`config.mk`:
```
export PLATFORM = sky130hd
export DESIGN_NAME = count_seq_ctrl
export DESIGN_NICKNAME = d
export VERILOG_FILES = /design/src/rtl/count_seq_pkg.sv /design/src/rtl/count_core.sv /design/src/rtl/count_seq_ctrl.sv
export SDC_FILE = /design/constraint.sdc
export NUM_CORES = 1
export LEC_CHECK = 0
export CAP_MARGIN = 30
export CORE_MARGIN = 8
export CORE_UTILIZATION = 42
export CTS_CLUSTER_SIZE = 8
export DETAILED_ROUTE_END_ITERATION = 12
export GPL_ROUTABILITY_DRIVEN = 0
export PLACE_DENSITY = 0.8
export SLEW_MARGIN = 5
export SYNTH_ARGS = -nofsm -noshare
export SYNTH_HDL_FRONTEND = slang
export SYNTH_SLANG_ARGS = --single-unit
```
`constraint.sdc`:
```
create_clock -name clk -period 1.37 [get_ports clk]
set_input_delay 0.2055 -clock clk [delete_from_list [all_inputs] [get_ports clk]]
set_output_delay 0.2055 -clock clk [all_outputs]
set_load 0.01 [all_outputs]
```
`src/rtl/count_seq_pkg.sv`:
```
// Shared types and constants for the count sequencer: FSM state encoding and mode values.
package count_seq_pkg;
   typedef enum logic [1:0] {
      IDLE  = 2'd0,
      RUN   = 2'd1,
      PAUSE = 2'd2,
      DONE  = 2'd3
   } state_t;

   localparam logic MODE_ONESHOT  = 1'b0;
   localparam logic MODE_PERIODIC = 1'b1;
endpackage

```
`src/rtl/count_core.sv`:
```
// W-bit up counter datapath: synchronous clear has priority over enable.
module count_core #(
   parameter int W = 3
) (
   input  logic         clk,
   input  logic         rst_n,
   input  logic         clr,
   input  logic         en,
   output logic [W-1:0] q
);
   logic [W-1:0] q_q;
   logic [W-1:0] q_d;

   always_comb begin
      q_d = q_q;
      if (clr)
         q_d = '0;
      else if (en)
         q_d = q_q + 1'b1;
   end

   always_ff @(posedge clk or negedge rst_n) begin
      if (!rst_n)
         q_q <= '0;
      else
         q_q <= q_d;
   end

   assign q = q_q;
endmodule

```
`src/rtl/count_seq_ctrl.sv`:
```
// Start/stop/pause sequencer around count_core with one-shot or periodic terminal count.
// Optional prescaler (presc port, tick every presc+1 cycles) enabled by COUNT_SEQ_PRESCALE_EN.
module count_seq_ctrl
   import count_seq_pkg::*;
#(
   parameter int W     = 3,
   parameter int PRE_W = 4
) (
   input  logic             clk,
   input  logic             rst_n,
   input  logic             start,
   input  logic             stop,
   input  logic             pause,
   input  logic             mode,
   input  logic [W-1:0]     term,
`ifdef COUNT_SEQ_PRESCALE_EN
   input  logic [PRE_W-1:0] presc,
`endif
   output logic [W-1:0]     q,
   output logic             busy,
   output logic             tc,
   output logic             done
);
   state_t         state_q, state_d;
   logic [W-1:0]   term_q, term_d;
   logic           mode_q, mode_d;
   logic           busy_q, busy_d;
   logic           tc_q, tc_d;
   logic           done_q, done_d;
   logic           cnt_clr, cnt_en, tick;
   logic [W-1:0]   cnt_q;
`ifdef COUNT_SEQ_PRESCALE_EN
   logic [PRE_W-1:0] presc_q, presc_d;
   logic [PRE_W-1:0] pcnt_q, pcnt_d;
`endif

   count_core #(.W(W)) u_core (
      .clk   (clk),
      .rst_n (rst_n),
      .clr   (cnt_clr),
      .en    (cnt_en),
      .q     (cnt_q)
   );

   always_comb begin
      state_d = state_q;
      term_d  = term_q;
      mode_d  = mode_q;
      busy_d  = busy_q;
      done_d  = done_q;
      tc_d    = 1'b0;
      cnt_clr = 1'b0;
      cnt_en  = 1'b0;
`ifdef COUNT_SEQ_PRESCALE_EN
      presc_d = presc_q;
      pcnt_d  = pcnt_q;
      tick    = (pcnt_q == presc_q);
`else
      tick    = 1'b1;
`endif
      if (stop) begin
         state_d = IDLE;
         busy_d  = 1'b0;
         done_d  = 1'b0;
         cnt_clr = 1'b1;
`ifdef COUNT_SEQ_PRESCALE_EN
         pcnt_d  = '0;
`endif
      end else if (start) begin
         state_d = RUN;
         term_d  = term;
         mode_d  = mode;
         busy_d  = 1'b1;
         done_d  = 1'b0;
         cnt_clr = 1'b1;
`ifdef COUNT_SEQ_PRESCALE_EN
         presc_d = presc;
         pcnt_d  = '0;
`endif
      end else begin
         unique case (state_q)
            RUN: begin
               if (pause) begin
                  state_d = PAUSE;
               end else begin
`ifdef COUNT_SEQ_PRESCALE_EN
                  pcnt_d = tick ? '0 : pcnt_q + 1'b1;
`endif
                  // Terminal tick wraps via clear (periodic) or parks q at term (one-shot).
                  if (tick && (cnt_q == term_q)) begin
                     tc_d = 1'b1;
                     if (mode_q == MODE_PERIODIC) begin
                        cnt_clr = 1'b1;
                     end else begin
                        state_d = DONE;
                        busy_d  = 1'b0;
                        done_d  = 1'b1;
                     end
                  end else if (tick) begin
                     cnt_en = 1'b1;
                  end
               end
            end
            PAUSE: begin
               if (!pause) begin
                  state_d = RUN;
`ifdef COUNT_SEQ_PRESCALE_EN
                  pcnt_d  = '0;
`endif
               end
            end
            default: ;
         endcase
      end
   end

   always_ff @(posedge clk or negedge rst_n) begin
      if (!rst_n) begin
         state_q <= IDLE;
         term_q  <= '0;
         mode_q  <= MODE_ONESHOT;
         busy_q  <= 1'b0;
         tc_q    <= 1'b0;
         done_q  <= 1'b0;
`ifdef COUNT_SEQ_PRESCALE_EN
         presc_q <= '0;
         pcnt_q  <= '0;
`endif
      end else begin
         state_q <= state_d;
         term_q  <= term_d;
         mode_q  <= mode_d;
         busy_q  <= busy_d;
         tc_q    <= tc_d;
         done_q  <= done_d;
`ifdef COUNT_SEQ_PRESCALE_EN
         presc_q <= presc_d;
         pcnt_q  <= pcnt_d;
`endif
      end
   end

   assign q    = cnt_q;
   assign busy = busy_q;
   assign tc   = tc_q;
   assign done = done_q;
endmodule
```
==> results.sh <==
export IMPL_final_nets=106
export IMPL_skew_ps=3.28
export IMPL_arrival_ps=1660
export IMPL_ys_ff_latch=12
export IMPL_row_count=14
export IMPL_diodes=0
export IMPL_clk_pin_slew_worst_paths_ps=70
export IMPL_drive_above_1_share=0.522
export IMPL_drt_iter0_markers=1
export IMPL_final_common_cell="buf_4"
export IMPL_comb_power_share=0.329
export IMPL_port_buffers=14
export IMPL_tightest_slew_ps=251
export IMPL_register_area_um2=302
export IMPL_slew_violations=0
export IMPL_grtUsageTotal=0.113
export IMPL_cp_end_kind="register"
export IMPL_multi_input_area_um2=450
export IMPL_yosysWarnings=0
export IMPL_fill_cells=99
export IMPL_rsz0062_at_grt="true"
export IMPL_mappedNetlistArea_um2=636
export IMPL_hold_worst_slack_ps=246
export IMPL_setup_violations_final=4
export IMPL_grt_pass1_vias=606
export IMPL_ys_types=27
export IMPL_slew_headroom=0.832
export IMPL_grt_pass1_wl_um=2560
export IMPL_htreeDepth=1
export IMPL_cts_buffer_depth=2
export IMPL_outcome="finished with violations"
export IMPL_clock_sinks=12
export IMPL_clock_latency_ps=260
export IMPL_hold_path_class="in -> async"
export IMPL_final_core_util=0.737
export IMPL_ioPinCount=15
export IMPL_drt_total_wl_um=1730
export IMPL_power_leakage_uw=0.000476
export IMPL_die_h_um=54.9
export IMPL_syn_nets=69
export IMPL_dr_pass1_iters=4
export IMPL_routedWlPerCell_um=16.0
export IMPL_start_kind="register"
export IMPL_setup_slack_ps=-105
export IMPL_post_route_drc_count=0
export IMPL_cts_inserted_buffers=3
export IMPL_root_buffer="clkbuf_4"
export IMPL_timing_final_crit_share=1.08
export IMPL_power_frac_seq=0.453
export IMPL_vias=565
export IMPL_post_place_ws_ps=-187
export IMPL_failed_checks="negative setup slack"
export IMPL_grt_max_degree=13
export IMPL_cts_tree="built"
export IMPL_max_freq_ghz=0.678
export IMPL_final_cell_mix="buf_4, dfrtp_1, clkdlybuf4s50_1"
export IMPL_critPathKind="reg -> reg"
export IMPL_vias_per_cell=5.23
export IMPL_start_util=0.437
export IMPL_ir_drop_mv=0.618
export IMPL_powerDensity_nw_per_um2=867
export IMPL_die_w_um=54.9
export IMPL_period_needed_ps=1470
export IMPL_p_clk_frac=0.218
export IMPL_syn_area_per_cell_um2=11.2
export IMPL_netlist_instances=57
export IMPL_hold_violations=0
export IMPL_switchingPower_uw=271
export IMPL_p_sw_frac=0.292
export IMPL_worstPathMaxFanout=3
export IMPL_p_int_uw=657
export IMPL_ant_nets=0
export IMPL_overflow=0
export IMPL_core_area_um2=1450
export IMPL_antenna_found_initial=0
export IMPL_seq_area_frac_synth=0.472
export IMPL_hpwlAfterDp_um=1200
export IMPL_syn_to_final_growth_pct=68.5
export IMPL_required_ps=1560
export IMPL_maxCapViolCount=0
export IMPL_die_area_um2=3010
[per-layer routing]
metal | vias up | global-route usage | share of wire
met3 | 2 | 0.0294 | 0.035
li1 | 271 | - | -
met1 | 281 | 0.128 | 0.38
met2 | 11 | 0.204 | 0.57
met5 | - | 0 | 0
met4 | 0 | 0.0360 | 0.011
[metrics by stage]
step / std cells / instance area (um^2) / TNS (ps) / total power (uW)
6_report: 108 / 1070 / -251 / 928
5_1_grt: 108 / 1070 / -481 / 983
4_1_cts: 108 / 985 / -308 / 874
3_5_place_dp: 102 / 911 / -1050 / 637
3_3_place_gp: 102 / 911 / -810 / 627
2_1_floorplan: 57 / 638 / -39.3 / 522
[layout make-up]
type                    instances  share of cell area
clock buffers                   3              0.0210
inverters                       2             0.00701
repair buffers                 32               0.251
flip-flops and latches         12               0.282
multi-input cells              43               0.421
well taps                      16              0.0187
[registers in the layout, summed over array words and instances (netlist names)]
signal / cells
term_q: 3
done: 1
u_core.q: 3
tc: 1
mode_q: 1
busy: 1
state_q: 2
[kinds of logic (layout without fill, tap and decap cells)]
group                      count (synthesis)  after routing  share of synthesized area
DFF                                       12             12                      0.472
buffers and inverters                      2             37                     0.0118
muxes                                      6              6                      0.110
AOI/OAI and AO/OA                         13             13                      0.146
xor gates and xnor gates                   3              3                     0.0532
and+or+nand+nor                           18             18                      0.148
adders and majority gates                  3              3                     0.0591
[Yosys cell counts, drive strengths merged]
cell | count | area share
nand4 | 1 | 0.0098
nand2b | 2 | 0.020
mux2i | 1 | 0.016
nor3 | 2 | 0.016
a21oi | 3 | 0.024
nor2 | 3 | 0.018
a31oi | 1 | 0.020
xnor2 | 3 | 0.053
nand3 | 2 | 0.016
o21bai | 1 | 0.012
o21a | 2 | 0.026
dfrtp | 12 | 0.47
ha | 3 | 0.059
nand2 | 3 | 0.018
nand3b | 1 | 0.012
mux2 | 5 | 0.094
or3 | 1 | 0.0098
a211oi | 1 | 0.020
nor2b | 2 | 0.020
inv | 2 | 0.012
or2 | 1 | 0.0098
o21ai | 5 | 0.045
[power groups by stage]
stage / Clock [uW] / Sequential, uW / Combinational [uW]
after detailed placement: 0 / 413 / 224
after global placement: 0 / 411 / 216
final: 202 / 421 / 306
after global routing: 236 / 422 / 324
after floorplan: 0 / 411 / 111
after CTS: 217 / 409 / 248
[repair_timing]
action / CTS / global route
hold buffers: 0 / 0
gates resized for setup: 12 / 15
endpoints found under the setup margin: 9 / 8
pin swaps: 2 / 4
setup buffers: 3 / 0
[worst paths after layout]
check / from / end / slack, ps / depth (start not counted)
max in group asynchronous: rst_n / state_q[1] / 960 / 2
min in group clk: done / done / 510 / 1
setup / recovery: state_q[0] / state_q[1] / -100 / 6
setup reg to reg: state_q[0] / state_q[1] / -100 / 6
hold / removal: rst_n / state_q[0] / 250 / 2
hold reg to reg: done / done / 510 / 1
[critical path, stage by stage (launching register included)]
cell and delay, ps:
dfrtp_1 390, inv_2 80, ha_4 200, a21oi_4 120, o21ai_2 90, or3_1 370, a21oi_2 140
Note: power is estimated with default switching activity, not from simulation.
